<file path="config.mk">
export PLATFORM = sky130hd
export DESIGN_NAME = lap_stash
export DESIGN_NICKNAME = d
export VERILOG_FILES = /design/src/rtl/lap_stash.sv
export SDC_FILE = /design/constraint.sdc
export NUM_CORES = 1
export LEC_CHECK = 0
export CORE_MARGIN = 2
export CORE_UTILIZATION = 56
export DETAILED_ROUTE_END_ITERATION = 6
export DONT_BUFFER_PORTS = 1
export PLACE_DENSITY = 0.7
export SETUP_SLACK_MARGIN = 0.3
export SYNTH_ARGS = -nofsm -noshare
export SYNTH_HDL_FRONTEND = slang
export SYNTH_SLANG_ARGS = --single-unit
</file>
<file path="constraint.sdc">
create_clock -name clk -period 9.9 [get_ports clk]
set_input_delay 1.485 -clock clk [delete_from_list [all_inputs] [get_ports clk]]
set_output_delay 1.485 -clock clk [all_outputs]
set_load 0.05 [all_outputs]
</file>
<file path="src/rtl/lap_stash.sv">
// Circular store of DEPTH WIDTH-bit samples with browsing over valid entries.
// Optional lap-split output sample_delta is enabled by defining LAP_STASH_DELTA_EN.
module lap_stash #(
    parameter  int WIDTH    = 8,
    parameter  int DEPTH    = 5,
    localparam int PTR_BITS = $clog2(DEPTH),
    localparam int CNT_BITS = $clog2(DEPTH + 1)
) (
    input  logic                clk,
    input  logic                reset,
    input  logic                clear,
    input  logic [WIDTH-1:0]    sample_in,
    input  logic                sample_in_valid,
    input  logic                next_sample,
    input  logic                prev_sample,
    output logic [WIDTH-1:0]    sample_out,
    output logic [PTR_BITS-1:0] sel_pos,
    output logic [CNT_BITS-1:0] count,
    output logic                empty,
    output logic                full
`ifdef LAP_STASH_DELTA_EN
    ,
    output logic [WIDTH-1:0]    sample_delta
`endif
);

    // Requests are single-cycle pulses with no ready: every cycle a request
    // is high it is acted on once, subject to reset > clear > write > browse.

    logic [WIDTH-1:0]    storage [DEPTH];
    logic [PTR_BITS-1:0] wr_ptr;
    logic [PTR_BITS-1:0] sel;
    logic [PTR_BITS-1:0] oldest;
    logic [PTR_BITS-1:0] newest;
    logic [PTR_BITS-1:0] count_mod;

    function automatic logic [PTR_BITS-1:0] ptr_inc(input logic [PTR_BITS-1:0] p);
        if (p == PTR_BITS'(DEPTH - 1)) return '0;
        else return p + PTR_BITS'(1);
    endfunction

    function automatic logic [PTR_BITS-1:0] ptr_dec(input logic [PTR_BITS-1:0] p);
        if (p == '0) return PTR_BITS'(DEPTH - 1);
        else return p - PTR_BITS'(1);
    endfunction

    // Intermediate a+DEPTH may wrap in PTR_BITS, but the final result is < DEPTH.
    function automatic logic [PTR_BITS-1:0] ptr_sub(input logic [PTR_BITS-1:0] a,
                                                     input logic [PTR_BITS-1:0] b);
        if (a >= b) return a - b;
        else return a + PTR_BITS'(DEPTH) - b;
    endfunction

    assign count_mod = (count == CNT_BITS'(DEPTH)) ? '0 : PTR_BITS'(count);
    assign oldest    = ptr_sub(wr_ptr, count_mod);
    assign newest    = ptr_dec(wr_ptr);

    always_ff @(posedge clk) begin
        if (reset) begin
            wr_ptr <= '0;
            sel    <= '0;
            count  <= '0;
            for (int i = 0; i < DEPTH; i++) storage[i] <= '0;
        end else if (clear) begin
            wr_ptr <= '0;
            sel    <= '0;
            count  <= '0;
        end else if (sample_in_valid) begin
            storage[wr_ptr] <= sample_in;
            sel             <= wr_ptr;
            wr_ptr          <= ptr_inc(wr_ptr);
            if (count != CNT_BITS'(DEPTH)) count <= count + CNT_BITS'(1);
        end else if (count != '0) begin
            // With one entry oldest==newest==sel, so both wraps leave sel put.
            if (next_sample && !prev_sample) begin
                sel <= (sel == newest) ? oldest : ptr_inc(sel);
            end else if (prev_sample && !next_sample) begin
                sel <= (sel == oldest) ? newest : ptr_dec(sel);
            end
        end
    end

    assign empty      = (count == '0);
    assign full       = (count == CNT_BITS'(DEPTH));
    assign sample_out = empty ? '0 : storage[sel];
    assign sel_pos    = empty ? '0 : ptr_sub(sel, oldest);

`ifdef LAP_STASH_DELTA_EN
    assign sample_delta = (empty || sel_pos == '0) ? '0
                        : storage[sel] - storage[ptr_dec(sel)];
`endif

endmodule

</file>
==> results.json <==
{
  "first_global_vias": 2348,
  "worst_setup_path_start_kind": "flop",
  "cp_max_fo": 7,
  "synthesis.instances": 320,
  "synth_flop_cell": "edfxtp_1",
  "synth_area_per_cell_um2": 12.8,
  "die_h_um": 89.5,
  "crit_type": "reg2out",
  "cpPeakStageDelay_ns": 0.71,
  "cts_tree": "yes",
  "drv_slew": 0,
  "seq_area_frac_synth": 0.528,
  "fp.coreArea_mm2": 0.00718,
  "cp_data_arrival_time_ns": 4.71,
  "insertion_delay_ns": 0.34,
  "hp-class": "reg2reg",
  "post_cts_resized": 0,
  "grt_start_max_net_pins": 18,
  "post-route-min-period_ns": 6.20,
  "yosysWarnings": 0,
  "viasPerCell": 5.70,
  "ctsRootBufferMaster": "clkbuf_8",
  "final_util": 0.608,
  "drc": 0,
  "ant_nets": 0,
  "slowest_stage": "dfxtp_1",
  "finalCritPeriodShare": 0.626,
  "cp-startpoint": "count[1]",
  "yosys_register_bits": 76,
  "die_x_um": 89.5,
  "vias": 2430,
  "routedWlPerCell_um": 17.8,
  "path_common_cell": "ha_1",
  "fin_worst_skew_ns": 0.00884,
  "synth_nets": 358,
  "max_cap_violations": 0,
  "timing.slew.headroom": 0.372,
  "cts_max_path_buffers": 2,
  "setup_viol": 0,
  "cts_setup_buffers": 0,
  "synth_edf_count": 64,
  "async_reset_ff_frac": 0,
  "fmax_ghz": 0.161,
  "path_buf_inv": 1,
  "syn_area_mm2": 0.00410,
  "final.setup.tns_ns": 0,
  "clock-sinks": 76,
  "initial_core_util": 0.571,
  "required_ns": 8.42,
  "first_iter_violations": 229,
  "hold_buffers": 0,
  "antenna_found_initial": 0,
  "rrSetupSlack_ns": 5.86,
  "reg2reg_from": "count[1]",
  "die_area_mm2": 0.00802,
  "peakVddDrop_v": 0.0000802,
  "syn2layout_area_growth_pct": 6.47,
  "power_density_mw_per_mm2": 145,
  "grt_usage": 0.203,
  "h-tree-depth": 3,
  "drt-total-wl_um": 7590,
  "worstPathCellList": "inv_1 > ha_1 > or2b_1 > ha_1 > and2_1 > a21o_2 > a211oi_1 > nor2_1 > ha_1 > nand3b_1 > a211oi_1 > a221oi_2 > nand2_1 > a211oi_2",
  "hp-start": "wr_ptr[0]",
  "num_rows": 31,
  "hold_viol": 0,
  "power.leakage_nw": 1.57,
  "grt_pass1_wl_um": 11800,
  "overflow": 0,
  "final_layout_size_suffix_gt1_frac": 0.150,
  "dr.pass1.iters": 4,
  "path_delay_family": "compound AO/OA/AOI/OAI gates",
  "insertedDiodeCount": 0,
  "worst_pin_slew_ns": 0.934,
  "port_buffers": 0,
  "hpwl_um": 5410,
  "status": "finished, final reports clean",
  "numCtsBuffers": 9,
  "gp_congestion": 0.842,
  "nets": 360,
  "synth_cell_types": 48,
  "clkTransAtPathRegs_ns": 0.07,
  "io_pins": 30,
  "rsz0062_at_grt": "false",
  "worstSetupEndpointType": "output pin"
}
==> routing by layer <==
layer | vias to the layer above | share of wire | GRT usage | wire length, µm
met5 | - | 0 | 0 | 0
met1 | 1185 | 0.47 | 0.298 | 3580
met4 | 0 | 0.013 | 0.0651 | 97
met2 | 67 | 0.45 | 0.297 | 3410
met3 | 7 | 0.066 | 0.0517 | 500
li1 | 1171 | - | - | -
==> final cells by class <==
type,count,area (µm²)
inverters,21,78.8
repair buffers,2,15.0
flip-flops and latches,76,2160
clock buffers,11,131
multi-input cells,212,1810
clock inverters,5,37.5
well taps,99,124
fillers,586,2810
==> path summary, 6_finish.rpt <==
path	endpoint	cells after the start
min	wr_ptr[0]	2
min reg2reg	wr_ptr[0]	2
max	sel_pos[2]	14
max reg2reg	flop	14
==> synthesized netlist by cell type (all sizes together) (7+ instances only) <==
master  count  share of area
a211oi     10          0.020
and2       42          0.064
dfxtp      12          0.059
edfxtp     64           0.47
ha         23          0.070
inv        21          0.019
mux2i      13          0.035
mux4       16          0.088
nand2      11          0.010
nor2       28          0.026
o21ai       7         0.0085
xnor2       7          0.017
==> tightest hold or removal path: stages (launching register included) <==
cell and delay, ns:
dfxtp_1 0.39, mux2i_1 0.15, nor2_1 0.05
==> state kept, by name, summed over array words and instances, names as in the netlist, named ones only <==
register	count
sel	3
storage	64
count	3
wr_ptr	3
==> metrics by stage <==
step | power [mW] | worst slack, ns | area, µm² | std cells | hold slack [ns]
after floorplan | 0.423 | 3.81 | 4100 | 320 | 0.558
after global placement | 0.435 | 4.16 | 4190 | 410 | 0.614
after detailed placement | 0.436 | 4.07 | 4190 | 410 | 0.619
after CTS | 0.635 | 3.70 | 4360 | 426 | 0.627
after global routing | 0.656 | 3.43 | 4360 | 426 | 0.663
final | 0.632 | 3.70 | 4360 | 426 | 0.626
==> placed cells by master, fill, tap and decap left out, drive strengths merged, types with 2 or more instances in the layout <==
cell type  count
a221oi         4
a21oi          5
edfxtp        64
a21o           2
mux4          16
nor2          28
ha            23
or2            6
nor3           5
or2b           2
a221o          2
nand2b         3
nand3          4
clkinvlp       2
and2          42
a31oi          3
a2111oi        2
a211oi        10
clkbuf        11
inv           22
nand2         11
buf            2
nor2b          4
xor2           5
mux2i         13
dfxtp         12
clkinv         2
o21ai          7
xnor2          7
==> report_power, final <==
group | internal [mW] | switching, mW
clock | 0.0921 | 0.111
combinational | 0.0273 | 0.0424
sequential | 0.354 | 0.00554
total | 0.473 | 0.159
==> logic make-up (layout without fill, tap and decap cells) <==
kind of cell / Yosys count / in the layout / share of synthesized area
AO/OA/AOI/OAI: 36 / 36 / 0.0641
XOR/XNOR: 12 / 12 / 0.0275
adder cells (fa/ha/maj): 24 / 24 / 0.0751
buffers and inverters: 32 / 39 / 0.0327
flip-flops: 76 / 76 / 0.528
multiplexers: 29 / 29 / 0.123
AND/OR/NAND/NOR: 111 / 111 / 0.150
No activity file was read; power rests on OpenSTA's default activity.
